## src/rtl/apb_master_pkg.sv

```systemverilog
// Shared definitions for the APB requester: FSM state encoding and the
// default widths / timeout length used by apb_master_8bits and its
// wait-state counter.
package apb_master_pkg;

  localparam int APB_ADDR_WIDTH_DEF     = 8;
  localparam int APB_DATA_WIDTH_DEF     = 8;
  localparam int APB_TIMEOUT_CYCLES_DEF = 16;

  typedef enum logic [1:0] {
    ST_IDLE   = 2'd0,
    ST_SETUP  = 2'd1,
    ST_ACCESS = 2'd2,
    ST_RESP   = 2'd3
  } apb_state_t;

endpackage

```

## src/rtl/apb_wait_counter.sv

```systemverilog
// Wait-state counter for the APB ACCESS phase. Cleared while the requester
// is in SETUP, counts each ACCESS cycle, and flags expiry during the
// TIMEOUT_CYCLES-th ACCESS cycle so the FSM can abort on that edge.
// Only instantiated when APB_TIMEOUT_EN is defined.
import apb_master_pkg::*;

module apb_wait_counter #(
  parameter int TIMEOUT_CYCLES = APB_TIMEOUT_CYCLES_DEF
) (
  input  logic PCLK,
  input  logic RST,
  input  logic clr,
  input  logic inc,
  output logic expired
);

  localparam int CW = $clog2(TIMEOUT_CYCLES + 1);

  logic [CW-1:0] wait_cnt;

  // Count completed ACCESS cycles; the count holds once expiry is reached.
  always_ff @(posedge PCLK or posedge RST) begin
    if (RST) begin
      wait_cnt <= '0;
    end else if (clr) begin
      wait_cnt <= '0;
    end else if (inc && !expired) begin
      wait_cnt <= wait_cnt + 1'b1;
    end
  end

  assign expired = inc && (wait_cnt == CW'(TIMEOUT_CYCLES - 1));

endmodule

```

## src/rtl/apb_master_8bits.sv

```systemverilog
// Single-outstanding APB requester. A command is taken over a valid/ready
// handshake, run as one SETUP + ACCESS transfer, and the result is held on
// the rsp_* port until consumed. All outputs come straight from flops.
// Optional feature: define APB_TIMEOUT_EN to abort an ACCESS phase that
// lasts TIMEOUT_CYCLES cycles without PREADY.
//
// state     | meaning
// ----------+--------------------------------------------------------
// ST_IDLE   | cmd_ready=1, waiting for cmd_valid
// ST_SETUP  | PSEL=1, PENABLE=0, command on PADDR/PWRITE/PWDATA
// ST_ACCESS | PSEL=1, PENABLE=1, waiting for PREADY (or timeout)
// ST_RESP   | rsp_valid=1, result held until rsp_ready
import apb_master_pkg::*;

module apb_master_8bits #(
  parameter int ADDR_WIDTH     = APB_ADDR_WIDTH_DEF,
  parameter int DATA_WIDTH     = APB_DATA_WIDTH_DEF,
  parameter int TIMEOUT_CYCLES = APB_TIMEOUT_CYCLES_DEF
) (
  input  logic                  PCLK,
  input  logic                  RST,
  // command port
  input  logic                  cmd_valid,
  output logic                  cmd_ready,
  input  logic                  cmd_write,
  input  logic [ADDR_WIDTH-1:0] cmd_addr,
  input  logic [DATA_WIDTH-1:0] cmd_wdata,
  // response port
  output logic                  rsp_valid,
  input  logic                  rsp_ready,
  output logic [DATA_WIDTH-1:0] rsp_rdata,
  output logic                  rsp_err,
  output logic                  rsp_timeout,
  // APB requester
  output logic                  PSEL,
  output logic                  PENABLE,
  output logic                  PWRITE,
  output logic [ADDR_WIDTH-1:0] PADDR,
  output logic [DATA_WIDTH-1:0] PWDATA,
  input  logic                  PREADY,
  input  logic                  PSLVERR,
  input  logic [DATA_WIDTH-1:0] PRDATA
);

  apb_state_t state;

`ifdef APB_TIMEOUT_EN
  logic timeout_hit;

  apb_wait_counter #(
    .TIMEOUT_CYCLES (TIMEOUT_CYCLES)
  ) u_wait_counter (
    .PCLK    (PCLK),
    .RST     (RST),
    .clr     (state == ST_SETUP),
    .inc     (state == ST_ACCESS),
    .expired (timeout_hit)
  );
`else
  assign rsp_timeout = 1'b0;
`endif

  // Transfer sequencer with registered APB and handshake outputs.
  always_ff @(posedge PCLK or posedge RST) begin
    if (RST) begin
      state     <= ST_IDLE;
      cmd_ready <= 1'b1;
      PSEL      <= 1'b0;
      PENABLE   <= 1'b0;
      PWRITE    <= 1'b0;
      PADDR     <= '0;
      PWDATA    <= '0;
      rsp_valid <= 1'b0;
      rsp_rdata <= '0;
      rsp_err   <= 1'b0;
`ifdef APB_TIMEOUT_EN
      rsp_timeout <= 1'b0;
`endif
    end else begin
      case (state)
        ST_IDLE: begin
          if (cmd_valid && cmd_ready) begin
            PADDR     <= cmd_addr;
            PWRITE    <= cmd_write;
            PWDATA    <= cmd_wdata;
            PSEL      <= 1'b1;
            cmd_ready <= 1'b0;
            state     <= ST_SETUP;
          end
        end

        ST_SETUP: begin
          PENABLE <= 1'b1;
          state   <= ST_ACCESS;
        end

        ST_ACCESS: begin
          // PREADY is checked first so a completion on the expiry cycle wins.
          if (PREADY) begin
            rsp_rdata <= PWRITE ? '0 : PRDATA;
            rsp_err   <= PSLVERR;
`ifdef APB_TIMEOUT_EN
            rsp_timeout <= 1'b0;
`endif
            PSEL      <= 1'b0;
            PENABLE   <= 1'b0;
            rsp_valid <= 1'b1;
            state     <= ST_RESP;
          end
`ifdef APB_TIMEOUT_EN
          else if (timeout_hit) begin
            rsp_rdata   <= '0;
            rsp_err     <= 1'b1;
            rsp_timeout <= 1'b1;
            PSEL        <= 1'b0;
            PENABLE     <= 1'b0;
            rsp_valid   <= 1'b1;
            state       <= ST_RESP;
          end
`endif
        end

        ST_RESP: begin
          if (rsp_ready) begin
            rsp_valid <= 1'b0;
            cmd_ready <= 1'b1;
            state     <= ST_IDLE;
          end
        end

        default: begin
          state     <= ST_IDLE;
          cmd_ready <= 1'b1;
          PSEL      <= 1'b0;
          PENABLE   <= 1'b0;
          rsp_valid <= 1'b0;
        end
      endcase
    end
  end

endmodule

```

## config.mk

```make
export PLATFORM = sky130hd
export DESIGN_NAME = apb_master_8bits
export DESIGN_NICKNAME = d
export VERILOG_FILES = /design/src/rtl/apb_master_pkg.sv /design/src/rtl/apb_wait_counter.sv /design/src/rtl/apb_master_8bits.sv
export SDC_FILE = /design/constraint.sdc
export NUM_CORES = 1
export LEC_CHECK = 0
export CAP_MARGIN = 20
export CORE_UTILIZATION = 38
export CTS_CLUSTER_DIAMETER = 120
export DETAILED_ROUTE_END_ITERATION = 12
export PLACE_DENSITY_LB_ADDON = 0.1
export SLEW_MARGIN = 10
export SYNTH_ARGS = -nofsm -noshare
export SYNTH_HDL_FRONTEND = slang
export SYNTH_SLANG_ARGS = --single-unit
```

## constraint.sdc

```tcl
create_clock -name PCLK -period 1.6 [get_ports PCLK]
set_input_delay 0.4 -clock PCLK [delete_from_list [all_inputs] [get_ports PCLK]]
set_output_delay 0.4 -clock PCLK [all_outputs]
set_load 0.03 [all_outputs]
```

==> impl_metrics.yaml, run 1 <==
outcome:
  outcome: "finished, final reports clean"
cts:
  cts_sinks: 32
  cts_tree: "done"
  root_buffer: "clkbuf_8"
  htreeDepth: 2
  clock_latency_ps: 280
  ctsHoldBuffers: 0
  path_clk_slew_ps: 60
  cts_inserted_buffers: 5
  clockBufferDepth: 2
logic_synthesis:
  synth_compound_area_share_pct: 8.129
  synth_edf_count: 0
  synth_top_family_by_area: "multiplexers"
  synthArstFlopShare_pct: 100.0
  yosysMostFrequentCell: "dfrtp_1"
  yosys-top-cells-count: "31 x dfrtp_1, 12 x nand2_1, 10 x mux2_4, 10 x nand2b_1, 10 x o21ai_0"
  ys.warnings.count: 0
  netlist_top_cells_area: "dfrtp_1 52%, mux2_4 10%, mux2_2 6.1%, ha_1 5.9%, nand2b_1 4.2%"
  synthAdderAreaFrac_pct: 5.927
  seq_area_frac_synth_pct: 54.28
  synth-seq-cells: 32
  syn-cell-area_um2: 1478
  netlist.area_leader.share_pct: 52.50
  synth_flop_cell: "dfrtp_1"
  synthCells: 115
  synth_mux_area_share_pct: 18.37
  synth_nets: 153
  synth_top_area_cell: "dfrtp_1"
  ys_types: 26
  synthXorXnorAreaFrac_pct: 0
  synth-simple-area-share_pct: 10.50
  syn_area_per_cell_um2: 12.85
worst_setup_path:
  rrSetupSlack_ps: 90
  critical_path.max_fanout: 5
  cp-start-kind: "flop"
  startpoint: "cmd_ready$_DFFE_PP1P_"
  worst_ep_required_time_ps: 1200
  critPathCaptureType: "primary output"
  crit_arrival_ps: 1140
  timing.rr.start: "state[0]$_DFFE_PP0P_"
  reg2reg_depth: 4
  crit_type: "flop to primary output"
  reg2reg_to: "state[1]$_DFFE_PP0P_"
global_routing:
  grtUsageTotal_pct: 16.52
  overflow: 0
  grt_max_degree: 18
  grt_pass1_vias: 1112
  antenna_found_initial: 0
  grt_pass1_wl_mm: 5.133
place:
  place_ws_ps: -202.0
  globalplace.congestion: 0.8214
  dp_hpwl_mm: 2.509
  io_buffers: 60
  dp_cells: 235
sta:
  fin_crit_ps: 1537
  final-setup-viol-count: 0
  final-max-slew-violation-count: 0
  finalClockSkew_ps: 5.781
  finalWorstSetupSlack_ps: 62.59
  period_share_pct: 96.09
  finalSetupTns_ps: 0
  finalHoldViolCount: 0
  fmax_mhz: 650.4
  rsz0062_at_grt: "false"
floorplan:
  die_w_um: 64.36
  core_area_um2: 3689
  die-area_um2: 4142
  die_height_um: 64.36
  rows: 22
  num_io_pins: 62
  start_util_pct: 40.06
cells_and_area:
  fill_cells: 312
  final-instance-count-excl-fill: 244
  diodes: 0
  multi_input_area_um2: 646.9
  areaGrowthSynthToFinish_pct: 59.44
  drive_gt1_share_pct: 26.53
  fin_nets: 233
  register_area_um2: 803.3
route:
  ant_nets: 0
  wl_per_cell_um: 12.86
  finalWirelength_mm: 3.138
  drt_iter0_drc: 30
  post-route-drc-count: 0
  dr_total_vias: 1132
  first_pass_iters: 3
  via_per_inst: 4.639
power:
  p_per_area_nw_per_um2: 2060
  peakVddDrop_uv: 896.0
  p_leak_nw: 1.145
flow_run:
  cap_viol_max_count: 0
min_path:
  hold_path_class: "input port to async pin"
area by class of cell:
type,instances,area share (%)
Sequential cell,32,34.09
Timing Repair Buffer,76,30.54
Multi-Input combinational cell,76,27.46
Clock buffer,5,2.921
Tap cell,48,2.549
Clock inverter,3,1.806
Inverter,4,0.6373
state kept, by name, indices dropped and copies added, names as in the netlist:
| signal | count |
|---|---|
| state | 2 |
| PWDATA | 8 |
| PENABLE | 1 |
| cmd_ready | 1 |
| rsp_valid | 1 |
| rsp_rdata | 8 |
| rsp_err | 1 |
| PADDR | 8 |
| PWRITE | 1 |
| PSEL | 1 |
cells in the final DEF, fill, tap and decap left out, drive strengths merged, types with 2 or more instances in the layout:
cell type,netlist,final
nand2b,10,10
nor2,3,3
nor2b,2,2
buf,2,17
inv,4,4
dlygate4sd2,0,29
mux2i,2,2
o21ai,10,10
nand2,13,13
dfrtp,31,31
clkbuf,1,5
mux2,19,19
clkdlybuf4s50,0,30
ha,7,7
a211oi,2,2
report_power, final:
part | switching, mW | internal, mW
logic | 1.44 | 1.20
registers | 0.241 | 1.22
clock network | 0.291 | 0.460
cell families (layout without fill, tap and decap cells):
kind of cell,after synthesis,in the layout
simple gates,29,29
other cells,1,1
fa+ha+maj,7,7
mux,21,21
flops,32,32
compound gates,18,18
buf+inv,7,88
what timing repair did:
item / 4_1_cts / 5_1_grt
setup endpoints to repair: 29 / 10
pin swaps: 0 / 1
cloned: 0 / 0
setup buffers: 0 / 1
gates resized for setup: 29 / 5
stage by stage:
stage / power, mW / util, % / cell area [µm²] / hold slack [ps]
after floorplan: 3.123 / - / 1478 / 515.5
after global placement: 4.278 / 61.36 / 2263 / 462.8
after detailed placement: 4.359 / 61.36 / 2263 / 472.8
after CTS: 4.866 / 63.40 / 2338 / 389.0
after global routing: 5.165 / 63.87 / 2356 / 415.0
final: 4.853 / 63.87 / 2356 / 385.5
worst max-delay path, cell delays in order (launching register included):
cell,delay [ps]
dfstp_2,580
buf_4,170
buf_12,120
worst max path at each step:
| stage | cells after the start | to | slack (ps) |
|---|---|---|---|
| floorplan | 5 | PADDR[0]$_DFFE_PP0P_ | 30 |
| global placement | 4 | state[1]$_DFFE_PP0P_ | -160 |
| detailed placement | 4 | state[1]$_DFFE_PP0P_ | -200 |
| CTS | 4 | state[1]$_DFFE_PP0P_ | 10 |
| global route | 4 | state[1]$_DFFE_PP0P_ | 20 |
| finish | 2 | cmd_ready | 60 |
layer usage:
metal  routed length, µm  vias to the layer above  track usage [%]
met3                 187                        5            4.821
li1                    -                      549                -
met4                  42                        0            6.667
met1                1291                      544            18.97
met5                   0                        -                0
met2                1616                       34            28.55
Note: power is estimated with default switching activity, not from simulation.
==> run 2, diff against run 1 <==
--- a/config.mk
+++ b/config.mk
@@ -9,6 +9,7 @@
 export CORE_UTILIZATION = 38
 export CTS_CLUSTER_DIAMETER = 120
 export DETAILED_ROUTE_END_ITERATION = 12
+export GPL_TIMING_DRIVEN = 0
 export PLACE_DENSITY_LB_ADDON = 0.1
 export SLEW_MARGIN = 10
 export SYNTH_ARGS = -nofsm -noshare
==> impl_metrics.yaml, run 2 (same netlist as run 1, synthesis figures left out) <==
global_routing:
  grtUsageTotal_pct: 16.91
  overflow: 0
  grt_max_degree: 23
  grt_pass1_wl_mm: 5.257
  grt_pass1_vias: 1128
  antenna_found_initial: 0
floorplan:
  die_w_um: 64.36
  core_area_um2: 3689
  die_height_um: 64.36
  rows: 22
  start_util_pct: 40.06
  num_io_pins: 62
  die-area_um2: 4142
cts:
  clockBufferDepth: 2
  cts_sinks: 32
  htreeDepth: 2
  path_clk_slew_ps: 70
  cts_inserted_buffers: 5
  root_buffer: "clkbuf_8"
  ctsHoldBuffers: 0
  cts_tree: "done"
  clock_latency_ps: 280
route:
  post-route-drc-count: 0
  drt_iter0_drc: 22
  wl_per_cell_um: 13.39
  first_pass_iters: 4
  via_per_inst: 4.729
  ant_nets: 0
  dr_total_vias: 1116
  finalWirelength_mm: 3.159
worst_setup_path:
  slowest_delay_ps: 430
  worst_ep_required_time_ps: 1760
  cp_slowest_cell: "dfrtp_1"
  cp-start-kind: "flop"
  crit_arrival_ps: 1710
  critical_path.cell_chain: "inv_2, ha_4, nand3_4, buf_6, mux2_4"
  critPathCaptureType: "flop"
  crit_type: "flop to flop"
  critical_path.max_fanout: 10
cells_and_area:
  areaGrowthSynthToFinish_pct: 55.21
  final_cell_mix: "30 x dfrtp_1, 29 x dlygate4sd2_1, 28 x clkdlybuf4s50_1, 11 x nand2_1"
  fin_nets: 225
  layout_commonest_cell: "dfrtp_1"
  reg_top3: "PADDR x8, PWDATA x8, rsp_rdata x8"
  drive_gt1_share_pct: 24.47
  diodes: 0
  finish.instance_area_um2: 2293
  final-instance-count-excl-fill: 236
  fill_cells: 319
sta:
  finalSetupTns_ps: 0
  hold-worst-slack_ps: 440.1
  finalHoldViolCount: 0
  finalClockSkew_ps: 5.270
  fmax_mhz: 644.2
  period_share_pct: 97.02
  final-setup-viol-count: 0
  final-max-slew-violation-count: 0
  fin_crit_ps: 1552
place:
  placed_cell_area_um2: 2166
  io_buffers: 60
  globalplace.congestion: 0.7789
  dp_hpwl_mm: 2.315
  dp_cells: 224
flow_run:
  cap_viol_max_count: 0
power:
  p_leak_nw: 1.112
  p_per_area_nw_per_um2: 2083
  peakVddDrop_uv: 1052
outcome:
  outcome: "finished, final reports clean"
min_path:
  hold_path_class: "input port to async pin"
[run 2: changes by cell type in the layout (fill, tap and decap cells not counted), moves of 2 or more]
cell	change
buf_4	-9
buf_12	-3
clkbuf_2	+2
clkdlybuf4s50_1	-2
[run 2: critical path: cells and delay by family, from the launching register on]
kind                       cells  cell delay [ps]
and+or+nand+nor                1              140
adders and majority gates      1              210
buffers and inverters          2              340
muxes                          1              310
DFF                            1              430
[run 2: path summary, 6_finish.rpt]
| check | start | to | slack, ps | depth (start not counted) |
|---|---|---|---|---|
| min in group PCLK | PENABLE$_DFFE_PP0P_ | PENABLE$_DFFE_PP0P_ | 480 | 2 |
| hold reg to reg | PENABLE$_DFFE_PP0P_ | PENABLE$_DFFE_PP0P_ | 480 | 2 |
| max in group asynchronous | RST | cmd_ready$_DFFE_PP1P_ | 610 | 3 |
| setup / recovery | state[0]$_DFFE_PP0P_ | PADDR[6]$_DFFE_PP0P_ | 50 | 5 |
| setup reg to reg | state[0]$_DFFE_PP0P_ | PADDR[6]$_DFFE_PP0P_ | 50 | 5 |
| hold / removal | RST | PWDATA[1]$_DFFE_PP0P_ | 440 | 2 |
[run 2: cell type report]
class,count,area (µm²),area share [%]
Multi-Input combinational cell,76,669.4,29.19
Clock buffer,6,72.57,3.164
Inverter,4,15.01,0.6547
Buffer,3,23.77,1.037
Clock inverter,2,35.03,1.528
Tap cell,48,60.06,2.619
Sequential cell,32,803.3,35.02
Timing Repair Buffer,65,614.3,26.79
[run 2: per-stage QoR]
step / util [%] / setup slack, ps / power [mW]
after floorplan: - / 29.22 / 3.123
after global placement: 57.97 / -293.6 / 4.066
after detailed placement: 58.72 / -304.3 / 4.161
after global routing: 62.18 / -25.49 / 5.102
after CTS: 60.85 / 2.567 / 4.694
final: 62.18 / 47.72 / 4.777
[run 2: routing by layer]
layer  GRT usage, %  vias to the layer above  part of all wire, %
met3          4.107                        7                  5.7
li1               -                      533                    -
met4          8.889                        0                  1.8
met5              0                        -                    0
met1          19.11                      539                   40
met2          29.21                       37                   53
[run 2: repair_timing]
action                     CTS  global route
buffers inserted             0             4
pin swaps                    0             0
setup endpoints to repair   49            21
gates cloned                 0             0
gates resized for setup     39             9
[run 2: power by group]
| group | internal, mW | switching, mW | leakage (nW) | total [mW] |
|---|---|---|---|---|
| combinational | 1.12 | 1.41 | 0.671 | 2.53 |
| clock | 0.461 | 0.285 | 0.0552 | 0.746 |
| sequential | 1.22 | 0.275 | 0.386 | 1.50 |
| total | 2.81 | 1.97 | 1.11 | 4.78 |
==> run 3, diff against run 2 <==
--- a/config.mk
+++ b/config.mk
@@ -11,6 +11,7 @@
 export DETAILED_ROUTE_END_ITERATION = 12
 export GPL_TIMING_DRIVEN = 0
 export PLACE_DENSITY_LB_ADDON = 0.1
+export REMOVE_ABC_BUFFERS = 1
 export SLEW_MARGIN = 10
 export SYNTH_ARGS = -nofsm -noshare
 export SYNTH_HDL_FRONTEND = slang
==> impl_metrics.yaml, run 3 (same netlist as run 1, synthesis figures left out) <==
cells_and_area:
  register_area_um2: 802.0
  diodes: 0
  fill_cells: 307
  reg_top3: "PADDR x8, PWDATA x8, rsp_rdata x8"
  final_cell_mix: "31 x dfrtp_1, 29 x clkdlybuf4s50_1, 28 x dlygate4sd2_1, 11 x nand2_1"
  multi_input_area_um2: 663.1
  areaGrowthSynthToFinish_pct: 55.29
  final_util_pct: 62.21
  drive_gt1_share_pct: 22.70
  layout_commonest_cell: "dfrtp_1"
  fin_nets: 222
sta:
  finalWorstSetupSlack_ps: 58.57
  tightest_slew_ps: 762.5
  period_share_pct: 96.34
  final-setup-viol-count: 0
  finalClockSkew_ps: 2.559
  fmax_mhz: 648.8
  final-max-slew-violation-count: 0
  finalHoldViolCount: 0
  fin_crit_ps: 1541
  finalSetupTns_ps: 0
  rsz0062_at_grt: "false"
  maxSlewHeadroom_pct: 49.11
floorplan:
  core_area_um2: 3689
  die_height_um: 64.36
  die-area_um2: 4142
  die_w_um: 64.36
  rows: 22
  num_io_pins: 62
  start_util_pct: 40.06
global_routing:
  grt_pass1_wl_mm: 4.968
  antenna_found_initial: 0
  overflow: 0
  grt_pass1_vias: 1066
  grtUsageTotal_pct: 15.69
  grt_max_degree: 19
power:
  p_per_area_nw_per_um2: 2086
  p_leak_nw: 1.117
  peakVddDrop_uv: 1046
worst_setup_path:
  reg2reg_depth: 4
  rrSetupSlack_ps: 70
  critical_path.max_fanout: 5
  reg2reg_to: "state[1]$_DFFE_PP0P_"
  worst_ep_required_time_ps: 1760
  startpoint: "cmd_valid"
  crit_arrival_ps: 1700
  cp-endpoint: "state[1]$_DFFE_PP0P_"
  critPathCaptureType: "flop"
  cp-start-kind: "input port"
  crit_type: "input port to flop"
  timing.rr.start: "state[1]$_DFFE_PP0P_"
place:
  globalplace.congestion: 0.7338
  dp_hpwl_mm: 2.238
  place_ws_ps: -282.2
  io_buffers: 60
route:
  post-route-drc-count: 0
  first_pass_iters: 4
  dr_total_vias: 1093
  wl_per_cell_um: 12.81
  finalWirelength_mm: 2.985
  ant_nets: 0
  via_per_inst: 4.691
  drt_iter0_drc: 25
cts:
  clockBufferDepth: 2
  path_clk_slew_ps: 60
  htreeDepth: 2
  ctsHoldBuffers: 0
  clock_latency_ps: 270
  cts_tree: "done"
  root_buffer: "clkbuf_8"
  cts_inserted_buffers: 5
  cts_sinks: 32
flow_run:
  cap_viol_max_count: 0
min_path:
  hold_path_class: "flop to flop"
outcome:
  outcome: "finished, final reports clean"
[run 3: power breakdown]
group | total (mW) | internal [mW] | switching [mW]
Sequential | 1.48 | 1.22 | 0.264
Combinational | 2.48 | 1.09 | 1.38
Clock | 0.826 | 0.549 | 0.277
Total | 4.79 | 2.86 | 1.92
[run 3: worst max-delay path: stages]
cell	delay [ps]
clkdlybuf4s50_1	610
nand2_2	80
a221oi_2	260
mux2_1	350
[run 3: layout make-up]
cell class,count,area share (%)
Multi-Input combinational cell,76,28.90
Inverter,4,0.6543
Timing Repair Buffer,65,27.37
Clock buffer,7,4.198
Tap cell,48,2.617
Clock inverter,1,1.309
Sequential cell,32,34.95
[run 3: routing by layer]
metal | global-route usage [%] | part of all wire, %
met1 | 18.30 | 42
met2 | 27.37 | 51
met3 | 5.179 | 5.5
met4 | 4.167 | 0.94
met5 | 0 | 0
[run 3: worst min-delay path by stage]
stage          depth (start not counted)  slack, ps                     start                  endpoint
2_1_floorplan                          1        520                       RST      PADDR[0]$_DFFE_PP0P_
3_3_place_gp                           2        470  rsp_rdata[5]$_DFFE_PP0P_  rsp_rdata[5]$_DFFE_PP0P_
3_5_place_dp                           2        470  rsp_rdata[3]$_DFFE_PP0P_  rsp_rdata[3]$_DFFE_PP0P_
4_1_cts                                2        480  rsp_rdata[3]$_DFFE_PP0P_  rsp_rdata[3]$_DFFE_PP0P_
5_1_grt                                2        500  rsp_rdata[3]$_DFFE_PP0P_  rsp_rdata[3]$_DFFE_PP0P_
6_report                               2        470  rsp_rdata[3]$_DFFE_PP0P_  rsp_rdata[3]$_DFFE_PP0P_
[run 3: what timing repair did]
| action | in CTS | in global routing |
|---|---|---|
| gates resized for setup | 39 | 5 |
| setup buffers | 4 | 0 |
| setup endpoints to repair | 57 | 15 |
| pin swaps | 2 | 0 |
[run 3: stage by stage]
stage / power [mW] / std cells / hold WS (ps) / instance area [µm²]
final: 4.786 / 233 / 472.8 / 2295
after CTS: 4.824 / 233 / 480.2 / 2286
after global placement: 4.051 / 220 / 465.3 / 2116
after detailed placement: 4.140 / 221 / 470.2 / 2143
after floorplan: 3.107 / 112 / 515.5 / 1455
after global routing: 5.095 / 233 / 504.8 / 2295
